[src/rtl/id_stage_hs.sv]
// id_stage_hs: MIPS-subset decode stage with valid/ready handshake on both sides.
// Decodes one instruction per cycle into an operand/control bundle held in an
// output register (one-cycle latency). Stalls on load-use hazards against an lw
// sitting in EX, inserting a bubble and counting stall cycles.
// Ports:
//   clk, rst                 clock, synchronous active-high reset
//   in_valid/in_ready        upstream handshake (in_ready combinational)
//   instr, pc_in             instruction word, PC of next sequential instr
//   rs_data1/2               register-file reads for rs / rt
//   ex_load_valid/rd         lw in EX and its destination
//   flush                    drop held and incoming instruction
//   out_valid/out_ready      downstream handshake
//   op1..illegal             registered decoded bundle
//   stall_cnt                saturating count of load-use stall cycles
module id_stage_hs #(
  parameter int XLEN       = 32,
  parameter int ZEXT_LOGIC = 0,
  parameter int CNT_W      = 16
) (
  input  logic             clk,
  input  logic             rst,
  input  logic             in_valid,
  output logic             in_ready,
  input  logic [31:0]      instr,
  input  logic [31:0]      pc_in,
  input  logic [XLEN-1:0]  rs_data1,
  input  logic [XLEN-1:0]  rs_data2,
  input  logic             ex_load_valid,
  input  logic [4:0]       ex_load_rd,
  input  logic             flush,
  output logic             out_valid,
  input  logic             out_ready,
  output logic [XLEN-1:0]  op1,
  output logic [XLEN-1:0]  op2,
  output logic [4:0]       rd,
  output logic [4:0]       shamt,
  output logic [2:0]       alu_func,
  output logic [1:0]       mem_op,
  output logic [1:0]       br_type,
  output logic [31:0]      br_target,
  output logic             redirect_valid,
  output logic [31:0]      redirect_pc,
  output logic             illegal,
  output logic [CNT_W-1:0] stall_cnt
);

  localparam logic [2:0] ALU_NOP = 3'd0, ALU_ADD = 3'd1, ALU_SUB = 3'd2, ALU_AND = 3'd3,
                         ALU_OR  = 3'd4, ALU_XOR = 3'd5, ALU_NOR = 3'd6, ALU_SRA = 3'd7;
  localparam logic [1:0] MEM_NONE = 2'd0, MEM_LW = 2'd1, MEM_SW = 2'd2;
  localparam logic [1:0] BR_NO = 2'd0, BR_EQ = 2'd1, BR_NEQ = 2'd2, BR_GTZ = 2'd3;

  logic [5:0]      w_opcode, w_funct;
  logic [4:0]      w_rs, w_rt;
  logic [XLEN-1:0] w_sext, w_zext, w_imm;
  logic [2:0]      w_alu;
  logic [1:0]      w_mem, w_br;
  logic            w_ill, w_use_imm, w_logic_imm, w_is_sra, w_uses_rt, w_is_j, w_is_jr;
  logic            w_hazard, w_slot_free, w_accept, w_stall;

  logic [XLEN-1:0]  r_op1, r_op2;
  logic [4:0]       r_rd, r_shamt;
  logic [2:0]       r_alu;
  logic [1:0]       r_mem, r_br;
  logic [31:0]      r_br_target, r_redirect_pc;
  logic             r_out_valid, r_redirect_valid, r_illegal;
  logic [CNT_W-1:0] r_stall_cnt;

  assign w_opcode = instr[31:26];
  assign w_funct  = instr[5:0];
  assign w_rs     = instr[25:21];
  assign w_rt     = instr[20:16];
  assign w_sext   = {{(XLEN-16){instr[15]}}, instr[15:0]};
  assign w_zext   = {{(XLEN-16){1'b0}}, instr[15:0]};
  assign w_imm    = (w_logic_imm && (ZEXT_LOGIC != 0)) ? w_zext : w_sext;

  always_comb begin
    w_alu       = ALU_NOP;
    w_mem       = MEM_NONE;
    w_br        = BR_NO;
    w_ill       = 1'b0;
    w_use_imm   = 1'b0;
    w_logic_imm = 1'b0;
    w_is_sra    = 1'b0;
    w_uses_rt   = 1'b0;
    w_is_j      = 1'b0;
    w_is_jr     = 1'b0;
    case (w_opcode)
      6'h00: begin
        // Every R-type reads rt, even ones that turn out illegal.
        w_uses_rt = 1'b1;
        case (w_funct)
          6'h20: w_alu = ALU_ADD;
          6'h22: w_alu = ALU_SUB;
          6'h03: begin w_alu = ALU_SRA; w_is_sra = 1'b1; end
          6'h24: w_alu = ALU_AND;
          6'h25: w_alu = ALU_OR;
          6'h26: w_alu = ALU_XOR;
          6'h27: w_alu = ALU_NOR;
          6'h08: w_is_jr = 1'b1;
          default: w_ill = 1'b1;
        endcase
      end
      6'h08: begin w_alu = ALU_ADD; w_use_imm = 1'b1; end
      6'h0C: begin w_alu = ALU_AND; w_use_imm = 1'b1; w_logic_imm = 1'b1; end
      6'h0D: begin w_alu = ALU_OR;  w_use_imm = 1'b1; w_logic_imm = 1'b1; end
      6'h0E: begin w_alu = ALU_XOR; w_use_imm = 1'b1; w_logic_imm = 1'b1; end
      6'h02: w_is_j = 1'b1;
      6'h04: begin w_alu = ALU_SUB; w_br = BR_EQ;  w_uses_rt = 1'b1; end
      6'h05: begin w_alu = ALU_SUB; w_br = BR_NEQ; w_uses_rt = 1'b1; end
      6'h07: begin w_alu = ALU_SUB; w_br = BR_GTZ; end
      6'h23: begin w_alu = ALU_ADD; w_mem = MEM_LW; w_use_imm = 1'b1; end
      6'h2B: begin w_alu = ALU_ADD; w_mem = MEM_SW; w_use_imm = 1'b1; w_uses_rt = 1'b1; end
      default: w_ill = 1'b1;
    endcase
  end

  // Load-use: the lw result is not yet forwardable, so hold the consumer.
  assign w_hazard    = ex_load_valid && (ex_load_rd != 5'd0) &&
                       ((ex_load_rd == w_rs) || (w_uses_rt && (ex_load_rd == w_rt)));
  assign w_slot_free = !r_out_valid || out_ready;
  assign in_ready    = !rst && !flush && !w_hazard && w_slot_free;
  assign w_accept    = in_valid && in_ready;
  assign w_stall     = in_valid && w_hazard && w_slot_free;

  always_ff @(posedge clk) begin
    if (rst) begin
      r_out_valid      <= 1'b0;
      r_op1            <= '0;
      r_op2            <= '0;
      r_rd             <= '0;
      r_shamt          <= '0;
      r_alu            <= ALU_NOP;
      r_mem            <= MEM_NONE;
      r_br             <= BR_NO;
      r_br_target      <= '0;
      r_redirect_valid <= 1'b0;
      r_redirect_pc    <= '0;
      r_illegal        <= 1'b0;
      r_stall_cnt      <= '0;
    end else if (flush) begin
      r_out_valid <= 1'b0;
    end else if (w_accept) begin
      r_out_valid      <= 1'b1;
      r_op1            <= rs_data1;
      r_op2            <= w_use_imm ? w_imm : rs_data2;
      r_rd             <= (w_opcode == 6'h00) ? instr[15:11] : w_rt;
      r_shamt          <= w_is_sra ? instr[10:6] : 5'd0;
      r_alu            <= w_alu;
      r_mem            <= w_mem;
      r_br             <= w_br;
      r_br_target      <= pc_in + {{14{instr[15]}}, instr[15:0], 2'b00};
      r_redirect_valid <= w_is_j || w_is_jr;
      r_redirect_pc    <= w_is_j  ? {pc_in[31:28], instr[25:0], 2'b00} :
                          w_is_jr ? rs_data1[31:0] : 32'd0;
      r_illegal        <= w_ill;
    end else if (w_stall) begin
      // Bubble out; downstream sees nothing while the consumer waits.
      r_out_valid <= 1'b0;
      if (r_stall_cnt != {CNT_W{1'b1}})
        r_stall_cnt <= r_stall_cnt + {{(CNT_W-1){1'b0}}, 1'b1};
    end else if (out_ready) begin
      r_out_valid <= 1'b0;
    end
  end

  assign out_valid      = r_out_valid;
  assign op1            = r_op1;
  assign op2            = r_op2;
  assign rd             = r_rd;
  assign shamt          = r_shamt;
  assign alu_func       = r_alu;
  assign mem_op         = r_mem;
  assign br_type        = r_br;
  assign br_target      = r_br_target;
  assign redirect_valid = r_redirect_valid;
  assign redirect_pc    = r_redirect_pc;
  assign illegal        = r_illegal;
  assign stall_cnt      = r_stall_cnt;

endmodule
[config.mk]
export PLATFORM = sky130hd
export DESIGN_NAME = id_stage_hs
export DESIGN_NICKNAME = d
export VERILOG_FILES = /design/src/rtl/id_stage_hs.sv
export SDC_FILE = /design/constraint.sdc
export NUM_CORES = 1
export LEC_CHECK = 0
export ABC_CLOCK_PERIOD_IN_PS = 5150
export BUFFER_PORTS_ARGS = -buffer_cell sky130_fd_sc_hd__buf_2
export CAP_MARGIN = 30
export CORE_MARGIN = 10
export CORE_UTILIZATION = 26
export CTS_CLUSTER_SIZE = 20
export DETAILED_ROUTE_END_ITERATION = 12
export GPL_TIMING_DRIVEN = 0
export SYNTH_ARGS = -nofsm -noshare
export SYNTH_HDL_FRONTEND = slang
export SYNTH_SLANG_ARGS = --single-unit
[constraint.sdc]
create_clock -name clk -period 5.15 [get_ports clk]
set_input_delay 0.2575 -clock clk [delete_from_list [all_inputs] [get_ports clk]]
set_output_delay 0.2575 -clock clk [all_outputs]
set_load 0.03 [all_outputs]
# Yosys cells after proc, flatten, opt, wreduce, memory -nomap -nowiden
# Index checks and enable logic that the tools add are counted.
word_totals:
  reg_bits: 164
  in_bits: 139
op_classes:
  bitwise: 2
  addsub: 2
  reduce_logical: 28
  muxes: 21
  eq_ne: 21
op_table:
  columns: ["op", "count"]
  rows:
  - ["$mux 32", 3]
  - ["$eq 6x6->1 const B", 8]
  - ["$add 32x32->32", 1]
  - ["$eq 6x4->1 const B", 5]
  - ["$pmux 3 s7", 1]
  - ["$eq 6x3->1 const B", 3]
  - ["$pmux 3 s6", 1]
  - ["$add 16x1->16 const B", 1]
  - ["$ne 16x16->1 const B", 1]
  - ["$eq 6x2->1 const B", 2]
  - ["$mux 1", 11]
  - ["$eq 5x5->1", 2]
  - ["$mux 5", 2]
  - ["$reduce_or 10->1", 1]
  - ["$logic_and 1x1->1", 9]
  - ["$reduce_or 8->1", 1]
  - ["$logic_not 6->1", 1]
  - ["$pmux 2 s3", 1]
  - ["$reduce_or 3->1", 2]
  - ["$reduce_or 6->1", 1]
  - ["$reduce_bool 5->1", 1]
  - ["$logic_not 1->1", 4]
  - ["$pmux 2 s2", 1]
  - ["$reduce_and 4->1", 1]
  - ["other kinds (7)", 10]

# Longest topological paths before layout
# Gate-level depths: netlist (run 1).
depth:
  ltp_word: 12
  depth_mapped: 10
  ltp_nobuf: 9

# Worst setup path after synthesis (run 1)
# Ideal clock, no wire load.
synth_path:
  path_kind: "input -> register"
  from: "input instr[0]"
  to: "register r_br_target[24], in the netlist br_target[24]"
  path_stages: 9
  path_buffers: 0
  slack_ns: 2.628
  required_ns: 5.080
  setup_ns: 0.070
  arrival_ns: 2.452
  path_cell_list: "ha_1 > fa_1 > a211oi_1 > o21bai_1 > o311ai_1 > a31oi_1 > o21a_1 > or3_1 > a21oi_1"
synth_via:
  elab_chain_cells: 1
synth_lines:
  columns: ["item", "line_no", "source"]
  rows:
  - ["from (decl)", "24", "input logic [31:0] instr,"]
  - ["$add 32x32->32", "151", "r_br_target <= pc_in + {{14{instr[15]}}, instr[15:0], 2'b00};"]
  - ["to (signal assigned)", "151", null]
  - ["to (decl)", "64", "logic [31:0] r_br_target, r_redirect_pc;"]
# Every way passes these cells.
# A chain may end at the register's enable or synchronous reset.

# Worst setup path after layout (run 1)
layout_path:
  from: "input instr[20]"
  to: "register r_op1[0], in the netlist op1[0]"
layout_via:
  elab_chain_cells: 9
layout_lines:
  columns: ["item", "line_no", "source"]
  rows:
  - ["$eq 5x5->1", "119", "((ex_load_rd == w_rs) || (w_uses_rt && (ex_load_rd == w_rt)));"]
  - ["$logic_and 1x1->1", "119", null]
  - ["$logic_or 1x1->1", "119", null]
  - ["$logic_and 1x1->1", "118", "assign w_hazard = ex_load_valid && (ex_load_rd != 5'd0) &&"]
  - ["$logic_not 1->1", "121", "assign in_ready = !rst && !flush && !w_hazard && w_slot_free;"]
  - ["$logic_and 1x1->1 (2 in series)", "121", null]
  - ["$logic_and 1x1->1", "122", "assign w_accept = in_valid && in_ready;"]
  - ["$reduce_and 2->1 (no source line)", null, null]
  - ["to (signal assigned)", "144", "r_op1 <= rs_data1;"]
  - ["to (decl)", "60", "logic [XLEN-1:0] r_op1, r_op2;"]
# Every way passes these cells.

==> results of run 1 <==
-- layout make-up --
| cell class | instances | area (µm²) |
|---|---|---|
| Antenna cell | 4 | 10.01 |
| Clock buffer | 18 | 439.2 |
| Buffer | 77 | 319.1 |
| Tap cell | 402 | 503.0 |
| Multi-Input combinational cell | 785 | 4722 |
| Inverter | 15 | 56.30 |
| Clock inverter | 13 | 123.9 |
| Timing Repair Buffer | 301 | 1513 |
| Fill cell | 3434 | 20750 |
| Sequential cell | 164 | 3283 |
-- layout by cell type (no fill, tap or decap), drive strengths merged, types with 31 or more instances in the layout --
| cell type | count |
|---|---|
| a211oi | 48 |
| a21oi | 98 |
| a221oi | 31 |
| buf | 325 |
| clkbuf | 71 |
| dfxtp | 164 |
| nand2 | 137 |
| nor2 | 115 |
| nor3 | 69 |
-- worst min-delay path by stage --
stage	from	cells past startpoint	slack, ns	to
2_1_floorplan	pc_in[0]	2	0.39	br_target[0]$_SDFFE_PP0P_
3_3_place_gp	br_target[22]$_SDFFE_PP0P_	2	0.44	br_target[22]$_SDFFE_PP0P_
3_5_place_dp	br_target[7]$_SDFFE_PP0P_	2	0.44	br_target[7]$_SDFFE_PP0P_
4_1_cts	pc_in[1]	3	0.02	br_target[1]$_SDFFE_PP0P_
5_1_grt	rs_data1[14]	3	0.04	op1[14]$_SDFFE_PP0P_
6_report	pc_in[1]	3	0.04	br_target[1]$_SDFFE_PP0P_
-- worst register-to-register path: stages (launching register included) --
cell and delay [ns]:
dfxtp_1 0.44, and4_1 0.30, and4_1 0.23, nand3_1 0.11
or2_2 0.30, buf_1 0.22, nand3_4 0.18, nor3_1 0.08
mux2_1 0.32
-- per-stage QoR --
stage / setup slack, ns / hold WS [ns] / std cells / instance area, µm² / util
5_1_grt: 2.128 / 0.04048 / 1777 / 10960 / 0.3457
3_3_place_gp: 1.763 / 0.4371 / 1743 / 10390 / 0.3274
4_1_cts: 2.259 / 0.01837 / 1775 / 10960 / 0.3455
6_report: 2.329 / 0.03699 / 1779 / 10970 / 0.3458
2_1_floorplan: 2.628 / 0.3935 / 1041 / 8381 / -
3_5_place_dp: 1.796 / 0.4437 / 1744 / 10400 / 0.3278
-- state kept, by name, indices dropped and copies added (netlist names), 2 cells and up --
signal       flops
br_target       32
op1             32
op2             32
redirect_pc     32
stall_cnt       16
rd               5
shamt            5
alu_func         3
br_type          2
mem_op           2
-- kinds of logic (layout without fill, tap and decap cells) --
group,Yosys count,in the layout
buffers and inverters,92,424
AND/OR/NAND/NOR,424,424
multiplexers,20,20
AO/OA/AOI/OAI,274,274
XOR/XNOR,35,35
adder cells (fa/ha/maj),32,32
flip-flops,164,164
other,0,4
-- where the power goes --
part / switching [mW] / internal [mW] / total, mW
Combinational: 0.449 / 0.224 / 0.674
Sequential: 0.0259 / 1.32 / 1.35
Clock: 0.601 / 0.683 / 1.28
-- metal layers --
metal	up-vias	global-route usage	wire length (µm)
li1	4395	-	-
met1	4326	0.2326	16600
met2	357	0.3028	17840
met4	10	0.05328	708
met5	-	0	75
met3	52	0.06392	3635
-- cell usage after synthesis, types with 19 or more instances --
master	count	area [µm²]
mux2i_1	19	190.2
ha_1	30	375.4
nand3_1	28	140.1
a221oi_1	31	271.5
a21oi_1	98	490.5
xor2_1	21	183.9
clkbuf_1	53	198.9
o21ai_0	22	110.1
dfxtp_1	164	3283
a211oi_1	47	352.8
nor2_1	114	427.9
buf_2	21	105.1
nor3_1	68	340.3
nand2_1	137	514.2
==> flow_metrics.py, run 1 <==
metrics = {
    "status": {
        "status": "finished, final reports clean",
    },
    "critical_path": {
        "cp.depth": 10,
        "crit_end": "op1[0]$_SDFFE_PP0P_",
        "path_cells": "buf_2, xor2_1, nor4_1, o211ai_2, a21oi_1, or2_1, buf_2, clkbuf_1, nand2_1, a21oi_1",
        "worst_ep_required_time_ns": 5.52,
        "r2r_end": "stall_cnt[7]$_SDFFE_PP0P_",
        "start_kind": "input pin",
        "r2r_start": "stall_cnt[7]$_SDFFE_PP0P_",
        "worstPathArrival_ns": 3.19,
        "path_class": "input pin to flop",
        "startpoint": "instr[20]",
        "path_max_fanout": 10,
        "ff2ff_setup_slack_ns": 2.88,
        "end_kind": "flop",
        "max_stage_delay_ns": 0.72,
        "cp_num_buf_inv": 3,
        "worst-r2r-cell-count": 8,
        "crit_family": "buffers and inverters",
        "crit_slowest_cell": "clkbuf_1",
    },
    "placement": {
        "io_buffers": 300,
        "gp_congestion": 0.8971,
        "dp_hpwl_mm": 30.64,
    },
    "drt": {
        "antenna_left": 0,
        "wl_per_cell_um": 21.84,
        "drt_pass1_iterations": 5,
        "vias": 9140,
        "drt_wl_total_mm": 38.86,
        "drc_errors": 0,
        "drtIter0Drc": 547,
        "via_per_inst": 5.138,
    },
    "clock_tree": {
        "cts_sinks": 164,
        "cts_resized": 0,
        "cts_setup_buffers": 0,
        "clk_latency_ns": 0.46,
        "path_clk_slew_ns": 0.07,
        "ctsLongestPathBuffers": 2,
        "cts_hold_buf": 0,
        "numCtsBuffers": 17,
        "cts_root_buf": "clkbuf_16",
        "htreeDepth": 4,
        "cts_tree": "done",
    },
    "floorplan": {
        "num_rows": 65,
        "fp.dieH_um": 199.5,
        "io_pins": 304,
        "core_area_um2": 31720,
        "initial_core_util": 0.2642,
        "die_area_um2": 39810,
        "die-width_um": 199.5,
    },
    "logic_synthesis": {
        "synth-seq-area-share": 0.3918,
        "async_reset_ff_frac": 0,
        "synth.avg_cell_area_um2": 8.050,
        "synth_ff_type": "dfxtp_1",
        "syn-cell-area_um2": 8381,
        "synth-xor-area-share": 0.03658,
        "synth_mux_area_frac": 0.02404,
        "synth-compound-area-share": 0.2193,
        "synth_fa_ha_area_frac": 0.04837,
        "synth-simple-area-share": 0.2351,
        "syn_inst": 1041,
        "synth_top_family_by_area": "simple AND/OR/NAND/NOR gates",
        "yosysUniqueCellTypes": 69,
        "synth_edf_count": 0,
        "syn-num-nets": 1211,
        "ys_seq_elements": 164,
        "synth-warning-count": 0,
    },
    "sta": {
        "min_period_over_period": 0.5477,
        "skew_ns": 0.009221,
        "rsz0062_at_grt": "no",
        "worst_pin_slew_ns": 0.9045,
        "setup_tns_ns": 0,
        "slew_violations": 0,
        "hold_violations": 0,
        "period_needed_ns": 2.821,
        "slew_headroom": 0.3970,
        "setup_viol": 0,
        "max_clock_freq_mhz": 354.5,
    },
    "cells_and_area": {
        "syn2layout_area_growth_pct": 30.89,
        "drive_above_1_share": 0.2666,
        "fin_nets": 1531,
    },
    "power": {
        "ir_worst_vdd_mv": 0.2199,
        "power_mw": 3.305,
        "power_density_nw_per_um2": 301.3,
        "p_leak_nw": 4.766,
    },
    "global_routing": {
        "grt_use_total": 0.1879,
        "grt_max_degree": 18,
        "gr-total-overflow": 0,
        "antenna_found_initial": 9,
        "grt_pass1_wl_mm": 55.57,
        "grt_pass1_vias": 8855,
    },
    "run": {
        "cap_violations": 0,
    },
    "worst_hold_path": {
        "worstHoldPathType": "input pin to flop",
    },
}
Power figures use the tool's default switching activity.
==> run 2, diff against run 1 <==
--- a/config.mk
+++ b/config.mk
@@ -5,7 +5,7 @@
 export SDC_FILE = /design/constraint.sdc
 export NUM_CORES = 1
 export LEC_CHECK = 0
-export ABC_CLOCK_PERIOD_IN_PS = 5150
+export ABC_CLOCK_PERIOD_IN_PS = 2400
 export BUFFER_PORTS_ARGS = -buffer_cell sky130_fd_sc_hd__buf_2
 export CAP_MARGIN = 30
 export CORE_MARGIN = 10
==> constraint.sdc (replaced) <==
create_clock -name clk -period 2.4 [get_ports clk]
set_input_delay 0.12 -clock clk [delete_from_list [all_inputs] [get_ports clk]]
set_output_delay 0.12 -clock clk [all_outputs]
set_load 0.03 [all_outputs]
==> run 2 against run 1 <==
Count of clock-buffer cells in the layout is the same; largest power group unchanged; largest cell class unchanged; non-clock buffer count grew 56; sequential share of layout area shrank 1.8 points; sequential cell count is the same; final cell count grew 3.2%; via count grew 3.3%; clock skew shrank 0.0015 ns; sequential power grew 110%.
==> flow_metrics.py, run 2 (synthesis results as in run 1) <==
metrics = {
    "critical_path": {
        "worst_ep_required_time_ns": 2.76,
        "end_kind": "flop",
        "worst-r2r-cell-count": 7,
        "ff2ff_setup_slack_ns": 0.26,
        "startpoint": "instr[0]",
        "worstPathArrival_ns": 2.62,
        "start_kind": "input pin",
        "r2r_end": "stall_cnt[7]$_SDFFE_PP0P_",
        "path_max_fanout": 5,
        "path_class": "input pin to flop",
        "r2r_start": "stall_cnt[7]$_SDFFE_PP0P_",
        "crit_end": "br_target[28]$_SDFFE_PP0P_",
    },
    "placement": {
        "gp_congestion": 0.8971,
        "place_ws_ns": -0.8162,
        "dp_hpwl_mm": 30.64,
        "io_buffers": 300,
    },
    "cells_and_area": {
        "final_common_cell": "buf_2",
        "fin_nets": 1587,
        "final_cell_mix": "buf_2 (319), dfxtp_1 (164), nand2_1 (137)",
        "drive_above_1_share": 0.2722,
        "syn2layout_area_growth_pct": 39.13,
        "post-route-util": 0.3676,
    },
    "sta": {
        "rsz0062_at_grt": "no",
        "hold_violations": 0,
        "max_clock_freq_mhz": 443.8,
        "slew_headroom": 0.4454,
        "setup_tns_ns": 0,
        "setup_viol": 0,
        "skew_ns": 0.007687,
        "period_needed_ns": 2.253,
        "slew_violations": 0,
        "hold_slack_ns": 0.01971,
        "min_period_over_period": 0.9388,
        "setup_slack_ns": 0.1468,
        "worst_pin_slew_ns": 0.8319,
    },
    "floorplan": {
        "num_rows": 65,
        "initial_core_util": 0.2642,
        "io_pins": 304,
        "die_area_um2": 39810,
        "core_area_um2": 31720,
        "fp.dieH_um": 199.5,
        "die-width_um": 199.5,
    },
    "clock_tree": {
        "clk_latency_ns": 0.45,
        "numCtsBuffers": 17,
        "htreeDepth": 4,
        "cts_sinks": 164,
        "path_clk_slew_ns": 0.07,
        "cts_tree": "done",
        "ctsLongestPathBuffers": 2,
        "cts_root_buf": "clkbuf_16",
    },
    "drt": {
        "wl_per_cell_um": 21.60,
        "vias": 9444,
        "drtIter0Drc": 537,
        "via_per_inst": 5.144,
        "drt_wl_total_mm": 39.66,
        "drt_pass1_iterations": 5,
        "drc_errors": 0,
        "antenna_left": 0,
    },
    "worst_hold_path": {
        "min_delay_path_depth": 3,
        "worstHoldPathType": "input pin to flop",
    },
    "power": {
        "p_leak_nw": 5.044,
        "power_mw": 7.194,
        "ir_worst_vdd_mv": 0.4679,
        "power_density_nw_per_um2": 617.0,
    },
    "global_routing": {
        "grt_max_degree": 18,
        "grt_use_total": 0.1921,
        "antenna_found_initial": 8,
        "grt_pass1_wl_mm": 57.15,
        "gr-total-overflow": 0,
        "grt_pass1_vias": 9190,
    },
    "status": {
        "status": "finished, final reports clean",
    },
    "run": {
        "cap_violations": 0,
    },
}
-- run 2: worst min path at each step --
stage / from / end / slack (ns)
2_1_floorplan: pc_in[0] / br_target[0]$_SDFFE_PP0P_ / 0.26
3_5_place_dp: pc_in[0] / br_target[0]$_SDFFE_PP0P_ / 0.37
6_report: rs_data2[14] / op2[14]$_SDFFE_PP0P_ / 0.02
3_3_place_gp: pc_in[0] / br_target[0]$_SDFFE_PP0P_ / 0.36
5_1_grt: rs_data2[5] / op2[5]$_SDFFE_PP0P_ / 0.02
4_1_cts: rs_data2[14] / op2[14]$_SDFFE_PP0P_ / 0.003
-- run 2: critical path, stage by stage --
cell	delay [ns]
buf_2	0.11
ha_1	0.24
fa_1	0.46
a211oi_2	0.27
o21bai_2	0.18
o311ai_4	0.38
a31oi_4	0.18
o31a_1	0.32
o21a_1	0.17
o31ai_1	0.20
-- run 2: final cells by class --
type                    count  area, µm²
flip-flops and latches    164       3283
inverters                  15      56.30
multi-input cells         785       4815
clock buffers              18      439.2
diodes                      5      12.51
clock inverters            13      123.9
well taps                 402      503.0
repair buffers            360       2103
fillers                  3350      20060
plain buffers              74      324.1
-- run 2: layer usage --
| metal | GRT usage | part of all wire |
|---|---|---|
| met1 | 0.2352 | 0.42 |
| met2 | 0.3134 | 0.46 |
| met3 | 0.06442 | 0.094 |
| met4 | 0.05524 | 0.021 |
| met5 | 0 | 0.0014 |
-- run 2: timing repair --
item | 4_1_cts | 5_1_grt
endpoints found under the setup margin | 59 | 33
pin swaps | 0 | 1
setup buffers | 0 | 1
gates resized for setup | 12 | 20
hold endpoints to repair | 81 | 0
hold buffers | 58 | 0
cloned | 0 | 0
-- run 2: stage by stage --
step                      instances  instance area [µm²]
after floorplan                1041                 8381
final                          1836                11660
after global placement         1743                10390
after detailed placement       1744                10400
after CTS                      1833                11580
after global routing           1833                11650
-- run 2: where the power goes --
| group | switching [mW] | leakage [nW] | internal (mW) | total, mW |
|---|---|---|---|---|
| Combinational | 0.994 | 3.43 | 0.552 | 1.55 |
| Clock | 1.29 | 0.275 | 1.47 | 2.76 |
| Sequential | 0.0561 | 1.33 | 2.83 | 2.89 |
| Total | 2.34 | 5.04 | 4.85 | 7.19 |
==> run 3, diff against run 2 <==
--- a/config.mk
+++ b/config.mk
@@ -8,6 +8,7 @@
 export ABC_CLOCK_PERIOD_IN_PS = 2400
 export BUFFER_PORTS_ARGS = -buffer_cell sky130_fd_sc_hd__buf_2
 export CAP_MARGIN = 30
+export CORE_ASPECT_RATIO = 0.6
 export CORE_MARGIN = 10
 export CORE_UTILIZATION = 26
 export CTS_CLUSTER_SIZE = 20
==> run 3 against run 2 <==
Via count up 2.2%; first-iteration DRC count up 23%; combinational power rose by 3%; sequential power about the same; utilization is 0.69 points higher; final cell count rose by 1.5%; critical endpoint is now redirect_valid$_SDFFE_PP0P_; critical path depth did not move; non-clock buffer count rose by 10; sequential cell count unchanged; cell area up 1.1%; hold slack improved by 0.015 ns; largest cell class unchanged.
==> flow_metrics.py, run 3 (synthesis results as in run 1) <==
metrics = {
    "sta": {
        "worst_pin_slew_ns": 1.037,
        "hold_violations": 0,
        "skew_ns": 0.02232,
        "setup_tns_ns": 0,
        "rsz0062_at_grt": "yes",
        "slew_headroom": 0.3022,
        "min_period_over_period": 0.9999,
        "slew_violations": 0,
        "setup_viol": 0,
        "period_needed_ns": 2.400,
        "max_clock_freq_mhz": 416.7,
    },
    "clock_tree": {
        "numCtsBuffers": 17,
        "cts_tree": "done",
        "htreeDepth": 4,
        "cts_sinks": 164,
        "clk_latency_ns": 0.46,
        "ctsLongestPathBuffers": 2,
        "path_clk_slew_ns": 0.07,
        "cts_root_buf": "clkbuf_16",
    },
    "power": {
        "p_int_mw": 4.798,
        "pwr-share-comb": 0.219,
        "switching_share": 0.3419,
        "switchingPower_mw": 2.493,
        "p_leak_nw": 5.089,
        "ir_worst_vdd_mv": 0.4419,
        "seq_power_share": 0.396,
        "power_density_nw_per_um2": 618.6,
        "power_frac_clock": 0.385,
        "power_mw": 7.291,
    },
    "floorplan": {
        "initial_core_util": 0.2663,
        "fp.dieH_um": 159.1,
        "io_pins": 304,
        "core_area_um2": 31470,
        "num_rows": 50,
        "die-width_um": 251.8,
        "die_area_um2": 40050,
    },
    "drt": {
        "drc_errors": 0,
        "drtIter0Drc": 662,
        "antenna_left": 0,
        "drt_pass1_iterations": 5,
        "vias": 9651,
        "drt_wl_total_mm": 41.71,
        "wl_per_cell_um": 22.39,
        "via_per_inst": 5.180,
    },
    "cells_and_area": {
        "final_cell_mix": "buf_2 (321), dfxtp_1 (164), nand2_1 (137)",
        "final_common_cell": "buf_2",
        "stdcell_count": 1863,
        "syn2layout_area_growth_pct": 40.64,
        "drive_above_1_share": 0.2694,
        "fill_cells": 3300,
        "fin_nets": 1597,
    },
    "critical_path": {
        "path_class": "input pin to flop",
        "r2r_start": "stall_cnt[7]$_SDFFE_PP0P_",
        "start_kind": "input pin",
        "startpoint": "instr[20]",
        "max_stage_delay_ns": 0.42,
        "crit_top_cell": "buf_2",
        "path_cells": "buf_2, xor2_1, nor4_1, o211ai_2, a21oi_2, or2_1, buf_2, buf_2, nor3_1, nor3_1",
        "crit_slowest_cell": "buf_2",
        "worstPathArrival_ns": 2.76,
        "end_kind": "flop",
        "worst_ep_required_time_ns": 2.76,
        "path_max_fanout": 10,
    },
    "worst_hold_path": {
        "worstHoldPathType": "input pin to flop",
        "hp-start": "rs_data2[0]",
    },
    "status": {
        "status": "finished, final reports clean",
    },
    "run": {
        "cap_violations": 0,
    },
    "global_routing": {
        "grt_use_total": 0.2004,
        "grt_pass1_vias": 9330,
        "antenna_found_initial": 6,
        "grt_pass1_wl_mm": 60.68,
        "gr-total-overflow": 0,
        "grt_max_degree": 19,
    },
    "placement": {
        "dp_hpwl_mm": 32.43,
        "io_buffers": 300,
        "gp_congestion": 0.9273,
        "dp.cells": 1757,
    },
}
-- run 3: changes by cell type in the layout (fill, tap and decap cells not counted), sizes merged --
cell	before	now
buf	323	328
bufinv	1	0
clkbuf	71	66
clkinv	5	4
clkinvlp	2	1
diode	5	7
dlygate4sd3	58	67
inv	20	25
-- run 3: cell type report --
| cell class | count | area [µm²] | share of cell area |
|---|---|---|---|
| clock buffer | 17 | 425.4 | 0.03609 |
| sequential | 164 | 3283 | 0.2786 |
| timing repair buffer | 371 | 2212 | 0.1877 |
| clock inverter | 15 | 157.7 | 0.01338 |
| multi-input combinational | 785 | 4801 | 0.4073 |
| antenna | 7 | 17.52 | 0.001486 |
| tap | 416 | 520.5 | 0.04416 |
| inverter | 15 | 56.30 | 0.004777 |
| buffer | 73 | 312.8 | 0.02654 |
-- run 3: worst paths after layout --
kind	depth (start not counted)	to	slack [ns]
setup reg to reg	8	stall_cnt[7]$_SDFFE_PP0P_	0.11
setup / recovery	10	redirect_valid$_SDFFE_PP0P_	0.0003
hold / removal	3	op2[0]$_SDFFE_PP0P_	0.03
hold reg to reg	2	mem_op[0]$_SDFFE_PP0P_	0.45
-- run 3: what timing repair did --
item / 4_1_cts / 5_1_grt
resized for setup: 8 / 20
pin swaps: 1 / 2
hold buffers: 66 / 1
setup endpoints to repair: 95 / 47
gates cloned: 0 / 0
buffers inserted: 1 / 2
hold endpoints to repair: 94 / 1
-- run 3: worst max-delay path, delay by kind of cell --
| kind | cells | cell delay [ns] |
|---|---|---|
| compound gates | 2 | 0.54 |
| xor+xnor | 1 | 0.18 |
| buf+inv | 3 | 0.95 |
| simple gates | 4 | 0.97 |
-- run 3: per-stage QoR --
stage          hold WS, ns  setup WS, ns  instance area [µm²]  utilization
2_1_floorplan       0.2560       0.01503                 8381            -
3_3_place_gp        0.3620       -0.8030                10400       0.3306
3_5_place_dp        0.3790       -0.8415                10400       0.3306
4_1_cts         0.00001804       0.04633                11680       0.3711
5_1_grt            0.02222      -0.03898                11780       0.3742
6_report           0.03494     0.0003144                11790       0.3746
-- run 3: metal layers --
metal / GRT usage / routed length (µm) / vias up
li1: - / - / 4541
met1: 0.2575 / 18100 / 4597
met2: 0.3083 / 18240 / 470
met3: 0.07017 / 4360 / 43
met4: 0.06200 / 1005 / 0
met5: 0 / 0 / -
-- run 3: power groups by stage --
stage | sequential (mW) | combinational, mW | clock (mW)
6_report | 2.89 | 1.59 | 2.81
5_1_grt | 2.90 | 1.72 | 2.99
4_1_cts | 2.89 | 1.55 | 2.87
3_5_place_dp | 2.95 | 1.46 | 0
3_3_place_gp | 2.95 | 1.45 | 0
2_1_floorplan | 3.17 | 0.668 | 0
